==> src/rtl/poly_decompress_seq.sv <==
// ---------------------------------------------------------------------------
// poly_decompress_seq
//
// Decompresses one Kyber polynomial (NCOEF coefficients in Z_Q) from a packed
// little-endian bit-stream of d-bit fields. Each field x is rescaled to
// round(x*Q / 2^d) and streamed out as a 16-bit coefficient.
//
// Ports:
//   clk_i, rst_ni    clock, asynchronous active-low reset
//   start_i, d_i     start pulse and field width (1, 4, 5, 10 or 11), IDLE only
//   in_valid_i / in_ready_o / in_data_i     32-bit packed word input
//   out_valid_o / out_ready_i / out_data_o  coefficient output (upper 4 bits 0)
//   busy_o           high while a polynomial is in flight (RUN or DONE)
//   done_o           one-cycle pulse after the last coefficient is accepted
//   err_o            one-cycle pulse after a start with an illegal d
//
// Optional feature (macro ATHOS_DECOMP_IDX_EN):
//   adds out_idx_o [7:0], the index of the coefficient currently on out_data_o.
// ---------------------------------------------------------------------------
module poly_decompress_seq #(
  parameter int NCOEF = 256,
  parameter int Q     = 3329
) (
  input  logic        clk_i,
  input  logic        rst_ni,
  input  logic        start_i,
  input  logic [3:0]  d_i,
  input  logic        in_valid_i,
  output logic        in_ready_o,
  input  logic [31:0] in_data_i,
  output logic        out_valid_o,
  input  logic        out_ready_i,
  output logic [15:0] out_data_o,
`ifdef ATHOS_DECOMP_IDX_EN
  output logic [7:0]  out_idx_o,
`endif
  output logic        busy_o,
  output logic        done_o,
  output logic        err_o
);

  typedef enum logic [1:0] {IDLE, RUN, DONE} state_e;

  localparam logic [8:0] LAST_COEF = 9'(NCOEF - 1);

  state_e      state_q, state_d;
  logic [3:0]  d_q, d_d;
  logic [63:0] buf_q, buf_d;
  logic [6:0]  cnt_q, cnt_d;      // valid bits held in buf_q
  logic [6:0]  words_q, words_d;  // words accepted this run (max 88)
  logic [8:0]  coef_q, coef_d;    // output handshakes this run
  logic        out_valid_q, out_valid_d;
  logic [11:0] out_data_q, out_data_d;
  logic        done_q, done_d;
  logic        err_q, err_d;
`ifdef ATHOS_DECOMP_IDX_EN
  logic [7:0]  idx_q, idx_d;
`endif

  logic        accept, extract, out_hs;
  logic [63:0] buf_sh;
  logic [6:0]  cnt_sh;
  logic [10:0] field;
  logic [31:0] prod;

  function automatic logic d_legal(input logic [3:0] d);
    return (d == 4'd1) || (d == 4'd4) || (d == 4'd5) || (d == 4'd10) || (d == 4'd11);
  endfunction

  // Input stalls while more than 32 bits are buffered, so an appended word
  // always fits in the 64-bit buffer.
  assign in_ready_o  = (state_q == RUN) && (cnt_q <= 7'd32) && (words_q < {d_q, 3'b000});
  assign out_valid_o = out_valid_q;
  assign out_data_o  = {4'b0000, out_data_q};
  assign busy_o      = (state_q != IDLE);
  assign done_o      = done_q;
  assign err_o       = err_q;
`ifdef ATHOS_DECOMP_IDX_EN
  assign out_idx_o   = idx_q;
`endif

  assign accept  = in_valid_i && in_ready_o;
  assign out_hs  = out_valid_q && out_ready_i;
  assign extract = (state_q == RUN) && (cnt_q >= {3'b000, d_q}) && (!out_valid_q || out_ready_i);

  // Low d bits of the buffer, then round(x*Q/2^d) via add-half-and-shift.
  assign field = buf_q[10:0] & ~(11'h7FF << d_q);
  assign prod  = 32'(field) * 32'(Q) + (32'd1 << (d_q - 4'd1));

  // NOTE: every signal assigned here gets a default first so no latch is inferred.
  always_comb begin
    state_d     = state_q;
    d_d         = d_q;
    buf_d       = buf_q;
    cnt_d       = cnt_q;
    words_d     = words_q;
    coef_d      = coef_q;
    out_valid_d = out_valid_q;
    out_data_d  = out_data_q;
    done_d      = 1'b0;
    err_d       = 1'b0;
    buf_sh      = buf_q;
    cnt_sh      = cnt_q;
`ifdef ATHOS_DECOMP_IDX_EN
    idx_d       = idx_q;
`endif

    unique case (state_q)
      IDLE: begin
        if (start_i) begin
          if (d_legal(d_i)) begin
            state_d = RUN;
            d_d     = d_i;
            buf_d   = '0;
            cnt_d   = '0;
            words_d = '0;
            coef_d  = '0;
`ifdef ATHOS_DECOMP_IDX_EN
            idx_d   = '0;
`endif
          end else begin
            err_d = 1'b1;
          end
        end
      end

      RUN: begin
        // Consume a field first; a word accepted in the same cycle lands
        // directly above the post-shift count.
        if (extract) begin
          buf_sh = buf_q >> d_q;
          cnt_sh = cnt_q - 7'(d_q);
        end
        buf_d = buf_sh;
        cnt_d = cnt_sh;
        if (accept) begin
          buf_d   = buf_sh | (64'(in_data_i) << cnt_sh);
          cnt_d   = cnt_sh + 7'd32;
          words_d = words_q + 7'd1;
        end

        if (out_hs) begin
          coef_d      = coef_q + 9'd1;
          out_valid_d = 1'b0;
        end
        if (extract) begin
          out_valid_d = 1'b1;
          out_data_d  = 12'(prod >> d_q);
`ifdef ATHOS_DECOMP_IDX_EN
          idx_d       = out_hs ? 8'(coef_q + 9'd1) : 8'(coef_q);
`endif
        end
        if (out_hs && (coef_q == LAST_COEF)) begin
          state_d     = DONE;
          done_d      = 1'b1;
          out_valid_d = 1'b0;
        end
      end

      DONE: state_d = IDLE;

      default: state_d = IDLE;
    endcase
  end

  // NOTE: state uses non-blocking assignments so all flops update together at the edge.
  always_ff @(posedge clk_i or negedge rst_ni) begin
    if (!rst_ni) begin
      state_q     <= IDLE;
      d_q         <= '0;
      // NOTE: the bit buffer is a plain register, not a RAM, so it is reset like the rest.
      buf_q       <= '0;
      cnt_q       <= '0;
      words_q     <= '0;
      coef_q      <= '0;
      out_valid_q <= 1'b0;
      out_data_q  <= '0;
      done_q      <= 1'b0;
      err_q       <= 1'b0;
`ifdef ATHOS_DECOMP_IDX_EN
      idx_q       <= '0;
`endif
    end else begin
      state_q     <= state_d;
      d_q         <= d_d;
      buf_q       <= buf_d;
      cnt_q       <= cnt_d;
      words_q     <= words_d;
      coef_q      <= coef_d;
      out_valid_q <= out_valid_d;
      out_data_q  <= out_data_d;
      done_q      <= done_d;
      err_q       <= err_d;
`ifdef ATHOS_DECOMP_IDX_EN
      idx_q       <= idx_d;
`endif
    end
  end

endmodule

==> config.mk <==
export PLATFORM = sky130hd
export DESIGN_NAME = poly_decompress_seq
export DESIGN_NICKNAME = d
export VERILOG_FILES = /design/src/rtl/poly_decompress_seq.sv
export SDC_FILE = /design/constraint.sdc
export NUM_CORES = 1
export LEC_CHECK = 0
export ABC_CLOCK_PERIOD_IN_PS = 8350
export BUFFER_PORTS_ARGS = -buffer_cell sky130_fd_sc_hd__buf_2
export CORE_MARGIN = 5
export CORE_UTILIZATION = 45
export DETAILED_ROUTE_END_ITERATION = 12
export GPL_ROUTABILITY_DRIVEN = 0
export MAX_ROUTING_LAYER = met4
export PLACE_DENSITY = 0.59
export SLEW_MARGIN = 20
export SYNTH_ARGS = -nofsm -noshare
export SYNTH_HDL_FRONTEND = slang
export SYNTH_SLANG_ARGS = --single-unit
==> constraint.sdc <==
create_clock -name clk_i -period 8.35 [get_ports clk_i]
set_clock_uncertainty 0.15 [all_clocks]
set_input_delay 1.67 -clock clk_i [delete_from_list [all_inputs] [get_ports clk_i]]
set_output_delay 1.67 -clock clk_i [all_outputs]
set_load 0.005 [all_outputs]
==> results.tsv, run 1 <==
stage	metric	value	unit
layout	Layout Nets	1831	
hold_path	Hold Path End	coef_q[0]	
run_status	status	finished clean	
synthesis	Mapped Cells	1703	
routing	Via Count	13600	
routing	drc violations	0	
synthesis	library cells used by synthesis	79	
cts	CTS Buffer Depth	2	
floorplan	die height	185	um
layout	Area Growth Syn to Fin	5.64	%
synthesis	sequential area share after synthesis	19.7	%
routing	post-DR vias/cell	6.56	
cts	CTS buffer count	9	
floorplan	Die Footprint	34200	um2
floorplan	IO Count	62	
setup_path	R2R setup slack	1.92	ns
synthesis	Ys Warns	0	
floorplan	# rows	64	
cts	clock latency on the worst-skew pair	0.37	ns
routing	drt pass-1 iters	6	
cts	CTS Sinks	108	
timing	period utilization	77.0	%
floorplan	width of the die	185	um
synthesis	ranking of synthesized cells by area	dfrtp_1, mux2i_1, ha_1	
place	Post-Place Cells	2055	
place	hpwl dp	36700	um
routing	Total Wirelength	48700	um
timing	slew margin rel.	21.9	%
cts	H-tree levels	3	
cts	CTS Hold Bufs	0	
timing	worst-margin pin slew	1.17	ns
setup_path	critical path type	reg -> reg	
hold_path	hold path cells	1	
layout	fin util	47.9	%
floorplan	Initial Utilization	45.3	%
timing	endpoints failing hold	0	
layout	fraction of layout cells with a size suffix above 1	10.7	%
cts	Post-CTS Resized	0	
place	I/O Buffers	57	
timing	RSZ-0062 raised after global routing	false	
synthesis	Post-synth EDFFs	0	
setup_path	Startpoint Class	register	
setup_path	WP data required	8.42	ns
global_route	gr usage total	28.9	%
timing	minimum clock period	6.43	ns
global_route	vias in the first global route	12800	
global_route	largest net degree at the start of global routing	75	
cts	clock-pin slew on the worst setup and hold paths	0.09	ns
cts	CTS tree	built	
routing	Routed Antenna Nets	0	
synthesis	FFs w/ async S/R, synth	100	%
layout	most common cell after layout, fill and taps aside	nand2_1	
layout	Post-Layout Cell Count	2073	
synthesis	Main synth FF type	dfrtp_1	
global_route	global route overflow	0	
timing	setup tns final	0	ns
timing	FMAX	156	MHz
layout	Fillers	3019	
timing	Setup Viol. Count Final	0	
cts	Setup Fix Bufs, Post-CTS	0	
synthesis	Synth area leader	dfrtp_1	
synthesis	Post-Synthesis Cell Area	13800	um2
floorplan	Core Region	30300	um2
global_route	first-pass GRT wire length	75700	um
job	MaxCap Viol Count	0	
synthesis	Post-Syn Area per Cell	8.07	um2
setup_path	Reg2Reg Launch Point	d_q[3]	
layout	commonest cells after routing, fill and taps aside	nand2_1, mux2i_1, a21oi_1	
cts	Root Driver	clkbuf_16	
hold_path	HP Class	reg -> reg	
global_route	initial antenna violation count	1	
setup_path	CP endpoint kind	register	
timing	Slew Limit Fails	0	
routing	Routed WL per cell	23.5	um
setup_path	Worst Setup SP	d_q[3]	
synthesis	post-synth top area share	19.7	%
synthesis	synthesized flop and latch total	108	
hold_path	worst hold path startpoint	coef_q[0]	
setup_path	crit path max fanout	36	
routing	DR iter-0 viols	1515	
setup_path	R2R Path End	out_data_q[11]	
setup_path	Arrival @ worst endpoint	6.50	ns
setup_path	FF-to-FF path depth	21	
-- worst max-delay path by stage --
stage                     slack (ns)  cells past startpoint        endpoint
after global placement          2.02                     21  out_data_q[11]
after CTS                       1.98                     23  out_data_q[11]
final                           1.92                     21  out_data_q[11]
after detailed placement        2.01                     22   out_data_q[9]
after floorplan                 1.62                     24   out_data_q[9]
after global routing            1.53                     22   out_data_q[9]
-- routing by layer --
layer	global-route usage, %	up-vias	part of all wire (%)
met1	40.4	6573	44
met2	43.3	690	44
li1	-	6221	-
met3	4.50	110	8.4
met5	-	-	0
met4	9.19	0	3.4
-- per-stage QoR --
| step | setup WS (ns) | hold slack (ns) | area [um2] |
|---|---|---|---|
| finish | 1.92 | 0.352 | 14500 |
| global route | 1.53 | 0.389 | 14500 |
| CTS | 1.98 | 0.355 | 14500 |
| detailed placement | 2.01 | 0.342 | 14200 |
| global placement | 2.02 | 0.336 | 14200 |
| floorplan | 1.62 | 0.311 | 13800 |
-- cells by family after synthesis --
group	Yosys count	share of synthesized area (%)
muxes	248	21.4
xor gates and xnor gates	30	1.97
AOI/OAI and AO/OA	487	23.2
buffers and inverters	194	5.94
and+or+nand+nor	515	15.9
DFF	108	19.7
adders and majority gates	120	11.9
other	1	0.0273
-- cell usage after synthesis, types with 33 or more instances --
library cell  number
mux2i_1          200
ha_1             102
nor2_1           120
a21oi_1          128
clkbuf_1          78
nand2_1          268
inv_1             62
a31oi_1           33
o21ai_0           92
dfrtp_1          108
a211oi_1          43
-- registers in the layout, summed over array words and instances, names as in the netlist --
name and count:
buf_q 64, cnt_q 7, coef_q 9, d_q 4
done_o 1, err_o 1, out_data_q 12, out_valid_o 1
state_q 2, words_q 7
-- area by class of cell --
| class | instances | area [um2] | share of cell area [%] |
|---|---|---|---|
| multi-input cells | 1404 | 10300 | 70.7 |
| flip-flops and latches | 108 | 2720 | 18.7 |
| well taps | 396 | 495 | 3.41 |
| repair buffers | 82 | 475 | 3.27 |
| inverters | 65 | 245 | 1.69 |
| clock buffers | 9 | 225 | 1.55 |
| clock inverters | 7 | 91.3 | 0.629 |
| diodes | 2 | 5.00 | 0.0345 |
-- critical path, stage by stage (launching register included) --
cell      delay, ns
dfrtp_4        0.69
nor2_1         0.18
a21boi_0       0.60
inv_1          0.14
fa_1           0.55
inv_1          0.04
ha_1           0.28
inv_1          0.07
fa_1           0.43
fa_1           0.54
inv_1          0.04
ha_1           0.36
a21oi_1        0.15
o21a_1         0.16
o21ai_1        0.10
o31a_1         0.32
a311oi_2       0.28
xnor2_1        0.17
mux4_2         0.50
a22oi_1        0.27
or2_1          0.14
a31oi_1        0.07
Power of run 1 is left out: the tool's default activity adds up to more than one toggle a clock period on the data nets, which glitch-free logic cannot reach.
==> run 2: changes to the inputs <==
--- a/config.mk
+++ b/config.mk
@@ -5,7 +5,7 @@
 export SDC_FILE = /design/constraint.sdc
 export NUM_CORES = 1
 export LEC_CHECK = 0
-export ABC_CLOCK_PERIOD_IN_PS = 8350
+export ABC_CLOCK_PERIOD_IN_PS = 6450
 export BUFFER_PORTS_ARGS = -buffer_cell sky130_fd_sc_hd__buf_2
 export CORE_MARGIN = 5
 export CORE_UTILIZATION = 45
==> constraint.sdc (replaced) <==
create_clock -name clk_i -period 6.45 [get_ports clk_i]
set_clock_uncertainty 0.15 [all_clocks]
set_input_delay 1.29 -clock clk_i [delete_from_list [all_inputs] [get_ports clk_i]]
set_output_delay 1.29 -clock clk_i [all_outputs]
set_load 0.005 [all_outputs]
==> run 2 against run 1 <==
Against the previous run:
- non-clock buffer count up 20
- clock-buffer cell count grew 1
- critical path depth is 2 lower
- global-route usage rose by 0.30 points
- core utilization is 0.46 points higher
- first-iteration DRC count grew 8.4%
- sequential share of layout area down 0.18 points
- design area grew 0.96%
- critical path type unchanged
==> results.tsv, run 2 (synthesis gave the netlist of run 1 again) <==
stage	metric	value	unit
run_status	status	finished clean	
global_route	global route overflow	0	
floorplan	# rows	64	
global_route	largest net degree at the start of global routing	80	
setup_path	most used cell, CP	ha_1	
global_route	first-pass GRT wire length	76200	um
setup_path	WP data required	6.55	ns
setup_path	critical path type	reg -> reg	
place	I/O Buffers	57	
timing	setup tns final	0	ns
setup_path	crit path max fanout	31	
setup_path	Arrival @ worst endpoint	6.16	ns
routing	drc violations	0	
timing	slew margin rel.	27.5	%
layout	Regs by FF count	buf_q x64, out_data_q x12, coef_q x9	
floorplan	die height	185	um
cts	Post-CTS Resized	0	
timing	Slew Limit Fails	0	
floorplan	Initial Utilization	45.3	%
routing	Total Wirelength	48900	um
layout	Largest Register	buf_q	
timing	endpoints failing hold	0	
setup_path	delay-heaviest family, CP	adder cells	
cts	CTS buffer count	9	
global_route	vias in the first global route	13100	
cts	Setup Fix Bufs, Post-CTS	0	
cts	clock-pin slew on the worst setup and hold paths	0.09	ns
timing	RSZ-0062 raised after global routing	false	
routing	post-DR vias/cell	6.52	
cts	CTS Buffer Depth	2	
setup_path	WP buf/inv	2	
layout	max reg flops	64	
setup_path	Critical Path Slowest Stage Cell	dfrtp_4	
cts	Root Driver	clkbuf_16	
layout	Area Growth Syn to Fin	6.65	%
place	hpwl dp	37700	um
routing	Routed WL per cell	23.3	um
routing	Routed Antenna Nets	0	
cts	CTS Sinks	108	
layout	most common cell after layout, fill and taps aside	nand2_1	
layout	fraction of layout cells with a size suffix above 1	11.8	%
floorplan	width of the die	185	um
cts	clock latency on the worst-skew pair	0.38	ns
setup_path	Startpoint Class	register	
routing	drt pass-1 iters	6	
job	MaxCap Viol Count	0	
timing	minimum clock period	6.06	ns
setup_path	R2R setup slack	0.39	ns
global_route	initial antenna violation count	2	
layout	Layout Nets	1851	
timing	FMAX	165	MHz
routing	DR iter-0 viols	1642	
floorplan	IO Count	62	
cts	H-tree levels	3	
setup_path	CP peak stage delay	0.64	ns
timing	Setup Viol. Count Final	0	
floorplan	Core Region	30300	um2
floorplan	Die Footprint	34200	um2
timing	period utilization	93.9	%
setup_path	CP endpoint kind	register	
cts	CTS tree	built	
setup_path	critical path, cell by cell	nor2_1, nor2b_1, ha_1, ha_1, ha_1, inv_1, fa_1, fa_1, inv_1, ha_1, a21oi_1, o21ai_0, a311o_1, o21a_1, o21ai_0, a211oi_1, a22o_1, a2111oi_0, a21oi_1	
timing	worst-margin pin slew	1.08	ns
layout	commonest cells after routing, fill and taps aside	nand2_1, mux2i_1, a21oi_1	
routing	Via Count	13600	
hold_path	HP Class	reg -> reg	
global_route	gr usage total	29.2	%
cts	CTS Hold Bufs	0	
-- run 2: area by class of cell --
class | instances | area, um2
fill | 3033 | 15700
multi-input combinational | 1404 | 10300
sequential | 108 | 2720
timing repair buffer | 102 | 626
tap | 396 | 495
inverter | 65 | 245
clock buffer | 10 | 239
clock inverter | 6 | 63.8
antenna | 3 | 7.51
-- run 2: per-stage QoR --
stage	setup WS (ns)	util (%)	area, um2	hold slack, ns	cells
2_1_floorplan	0.000656	-	13800	0.311	1706
5_1_grt	0.0237	48.3	14700	0.384	2093
3_5_place_dp	0.465	47.3	14400	0.342	2075
6_report	0.392	48.3	14700	0.348	2094
4_1_cts	0.446	48.3	14700	0.354	2091
3_3_place_gp	0.508	47.3	14400	0.326	2075
-- run 2: worst register-to-register path, delay by kind of cell (launching register included) --
family	cells	cell delay [ns]
adders and majority gates	6	2.35
AOI/OAI and AO/OA	9	2.11
DFF	1	0.64
and+or+nand+nor	2	0.59
buffers and inverters	2	0.09
-- run 2: routing by layer --
| metal | global-route usage, % | part of all wire (%) | vias up |
|---|---|---|---|
| li1 | - | - | 6252 |
| met1 | 41.4 | 44 | 6591 |
| met2 | 43.4 | 44 | 679 |
| met3 | 4.07 | 8.8 | 123 |
| met4 | 9.25 | 3.4 | 0 |
| met5 | - | 0 | - |
-- run 2: final timing paths --
kind	cells past startpoint	start	to
min reg2reg	1	coef_q[0]	coef_q[0]
max reg2reg	19	d_q[3]	out_data_q[9]
max in group asynchronous	2	rst_ni	d_q[3]
min	1	coef_q[0]	coef_q[0]
max	19	d_q[3]	out_data_q[9]
min in group asynchronous	1	rst_ni	coef_q[3]
Power of run 2 is left out for the same reason.
==> run 3: changes to the inputs <==
--- a/config.mk
+++ b/config.mk
@@ -5,6 +5,7 @@
 export SDC_FILE = /design/constraint.sdc
 export NUM_CORES = 1
 export LEC_CHECK = 0
+export ABC_AREA = 1
 export ABC_CLOCK_PERIOD_IN_PS = 6450
 export BUFFER_PORTS_ARGS = -buffer_cell sky130_fd_sc_hd__buf_2
 export CORE_MARGIN = 5
==> run 3 against run 2 <==
Against the previous run:
- area after synthesis increased by 4.4%
- non-clock buffer count decreased by 15
- first-iteration DRC count increased by 7.7%
- sequential share of layout area decreased by 0.52 points
- register-to-register slack improved by 0.39 ns
- fmax increased by 6.9%
- flip-flop and latch count unchanged
- die area increased by 4.2%
- clock-buffer cell count decreased by 1
- critical path depth increased by 5
- global-route usage decreased by 0.18 points
- largest cell class unchanged
==> results.tsv, run 3 <==
stage	metric	value	unit
setup_path	R2R setup slack	0.78	ns
synthesis	post-synth top area share	20.0	%
global_route	global route overflow	0	
floorplan	IO Count	62	
routing	Routed Antenna Nets	0	
hold_path	HP Class	reg -> reg	
synthesis	most frequent cells after synthesis	nand2_1, nand3_1, o21ai_0	
layout	Area Growth Syn to Fin	4.88	%
synthesis	Post-Synthesis Cell Area	14400	um2
setup_path	Arrival @ worst endpoint	5.78	ns
synthesis	synthesized flop and latch total	108	
synthesis	Mapped Cells	2419	
layout	commonest cells after routing, fill and taps aside	nand2_1, nand3_1, o21ai_0	
synthesis	Synth area leader	nand2_1	
hold_path	hold path cells	2	
layout	Layout Nets	2534	
layout	most common cell after layout, fill and taps aside	nand2_1	
global_route	vias in the first global route	15300	
routing	Routed WL per cell	18.3	um
cts	CTS Hold Bufs	0	
floorplan	width of the die	189	um
synthesis	Ys Warns	0	
cts	Setup Fix Bufs, Post-CTS	0	
timing	FMAX	176	MHz
layout	Largest Register	buf_q	
setup_path	R2R Path End	out_data_q[9]	
place	I/O Buffers	57	
floorplan	Core Region	31600	um2
cts	CTS Sinks	108	
layout	Multi-input gate area	10400	um2
cts	CTS tree	built	
floorplan	# rows	65	
global_route	initial antenna violation count	0	
setup_path	critical path, cell by cell	nor2_1, buf_4, a211oi_1, ha_1, ha_1, ha_1, inv_1, fa_1, fa_1, inv_1, ha_1, a21oi_1, a21boi_0, o21ai_0, nand2_1, inv_1, o21ai_0, nand3_1, nand3_1, nand3_1, nand2_1, inv_1, nand2_1, nand2_1	
setup_path	WP data required	6.56	ns
routing	Total Wirelength	51000	um
setup_path	CP peak stage delay	0.62	ns
synthesis	Post-Syn Area per Cell	5.94	um2
floorplan	Die Footprint	35600	um2
layout	fraction of layout cells with a size suffix above 1	6.22	%
synthesis	Post-synth EDFFs	0	
layout	antenna diode count	0	
layout	register area	2710	um2
timing	slew margin rel.	26.9	%
timing	RSZ-0062 raised after global routing	false	
cts	Post-CTS Resized	0	
cts	Root Driver	clkbuf_16	
setup_path	Reg2Reg Launch Point	d_q[2]	
global_route	gr usage total	29.0	%
setup_path	CP endpoint kind	register	
floorplan	die height	189	um
setup_path	FF-to-FF path depth	24	
floorplan	Initial Utilization	45.5	%
hold_path	Hold Path End	out_data_q[11]	
cts	CTS Buffer Depth	2	
timing	minimum clock period	5.67	ns
layout	max reg flops	64	
routing	post-DR vias/cell	5.96	
hold_path	worst hold path startpoint	out_data_q[11]	
routing	drt pass-1 iters	6	
setup_path	critical path type	reg -> reg	
timing	setup tns final	0	ns
synthesis	Main synth FF type	dfrtp_1	
cts	CTS buffer count	9	
job	MaxCap Viol Count	0	
synthesis	FFs w/ async S/R, synth	100	%
cts	clock latency on the worst-skew pair	0.37	ns
routing	Via Count	16600	
global_route	largest net degree at the start of global routing	103	
place	hpwl dp	39300	um
synthesis	most numerous cell in the Yosys netlist	nand2_1	
timing	worst-margin pin slew	1.09	ns
timing	Slew Limit Fails	0	
setup_path	crit path max fanout	10	
run_status	status	finished clean	
synthesis	library cells used by synthesis	58	
synthesis	sequential area share after synthesis	18.8	%
timing	endpoints failing hold	0	
cts	H-tree levels	3	
synthesis	ranking of synthesized cells by area	nand2_1, dfrtp_1, nand3_1	
layout	Regs by FF count	buf_q x64, out_data_q x12, coef_q x9	
timing	Setup Viol. Count Final	0	
cts	clock-pin slew on the worst setup and hold paths	0.08	ns
routing	drc violations	0	
global_route	first-pass GRT wire length	83000	um
layout	Fillers	3456	
timing	period utilization	87.9	%
routing	DR iter-0 viols	1769	
setup_path	Startpoint Class	register	
setup_path	Critical Path Slowest Stage Cell	a211oi_1	
[run 3: cell families after synthesis]
group,after synthesis,share of synthesized area (%)
DFF,108,18.8
other,1,0.0261
buffers and inverters,324,9.17
AOI/OAI and AO/OA,405,15.9
xor gates and xnor gates,10,0.610
and+or+nand+nor,1431,42.7
muxes,20,1.39
adders and majority gates,120,11.4
[run 3: layout make-up]
| type | instances | area share, % |
|---|---|---|
| clock inverters | 7 | 0.457 |
| multi-input cells | 1990 | 68.9 |
| well taps | 402 | 3.34 |
| clock buffers | 9 | 1.50 |
| inverters | 177 | 4.44 |
| flip-flops and latches | 108 | 18.0 |
| repair buffers | 87 | 3.41 |
[run 3: stage by stage]
stage,cell area [um2],hold WS [ns],worst slack [ns],util [%],std cells
after floorplan,14400,0.287,0.902,-,2422
after global placement,14800,0.321,0.941,46.8,2764
after detailed placement,14800,0.318,0.821,46.8,2764
after CTS,15100,0.336,0.794,47.7,2780
after global routing,15100,0.359,0.301,47.7,2780
final,15100,0.334,0.781,47.7,2780
[run 3: routing by layer]
metal | share of wire (%) | GRT usage, % | routed length (um) | vias up
met5 | 0 | - | 0 | -
met4 | 3.5 | 9.14 | 1790 | 0
met3 | 7.4 | 3.22 | 3760 | 121
met2 | 43 | 43.1 | 22000 | 762
met1 | 46 | 41.5 | 23500 | 7631
li1 | - | - | - | 8064
[run 3: how the worst max path moves through the flow]
| stage | start | end | slack (ns) | cells past startpoint |
|---|---|---|---|---|
| floorplan | d_q[1] | out_data_q[11] | 0.90 | 26 |
| global placement | d_q[2] | out_data_q[2] | 0.94 | 24 |
| detailed placement | d_q[0] | out_data_q[2] | 0.82 | 26 |
| CTS | d_q[0] | out_data_q[9] | 0.79 | 26 |
| global route | d_q[2] | out_data_q[2] | 0.30 | 27 |
| finish | d_q[2] | out_data_q[9] | 0.78 | 24 |
[run 3: worst max-delay path: cells and delay by family, from the launching register on]
| family | cells | cell delay (ns) |
|---|---|---|
| flip-flops | 1 | 0.46 |
| AO/OA/AOI/OAI | 5 | 1.58 |
| adder cells (fa/ha/maj) | 6 | 2.31 |
| buffers and inverters | 5 | 0.36 |
| AND/OR/NAND/NOR | 8 | 0.69 |
Power of run 3 is left out for the same reason.
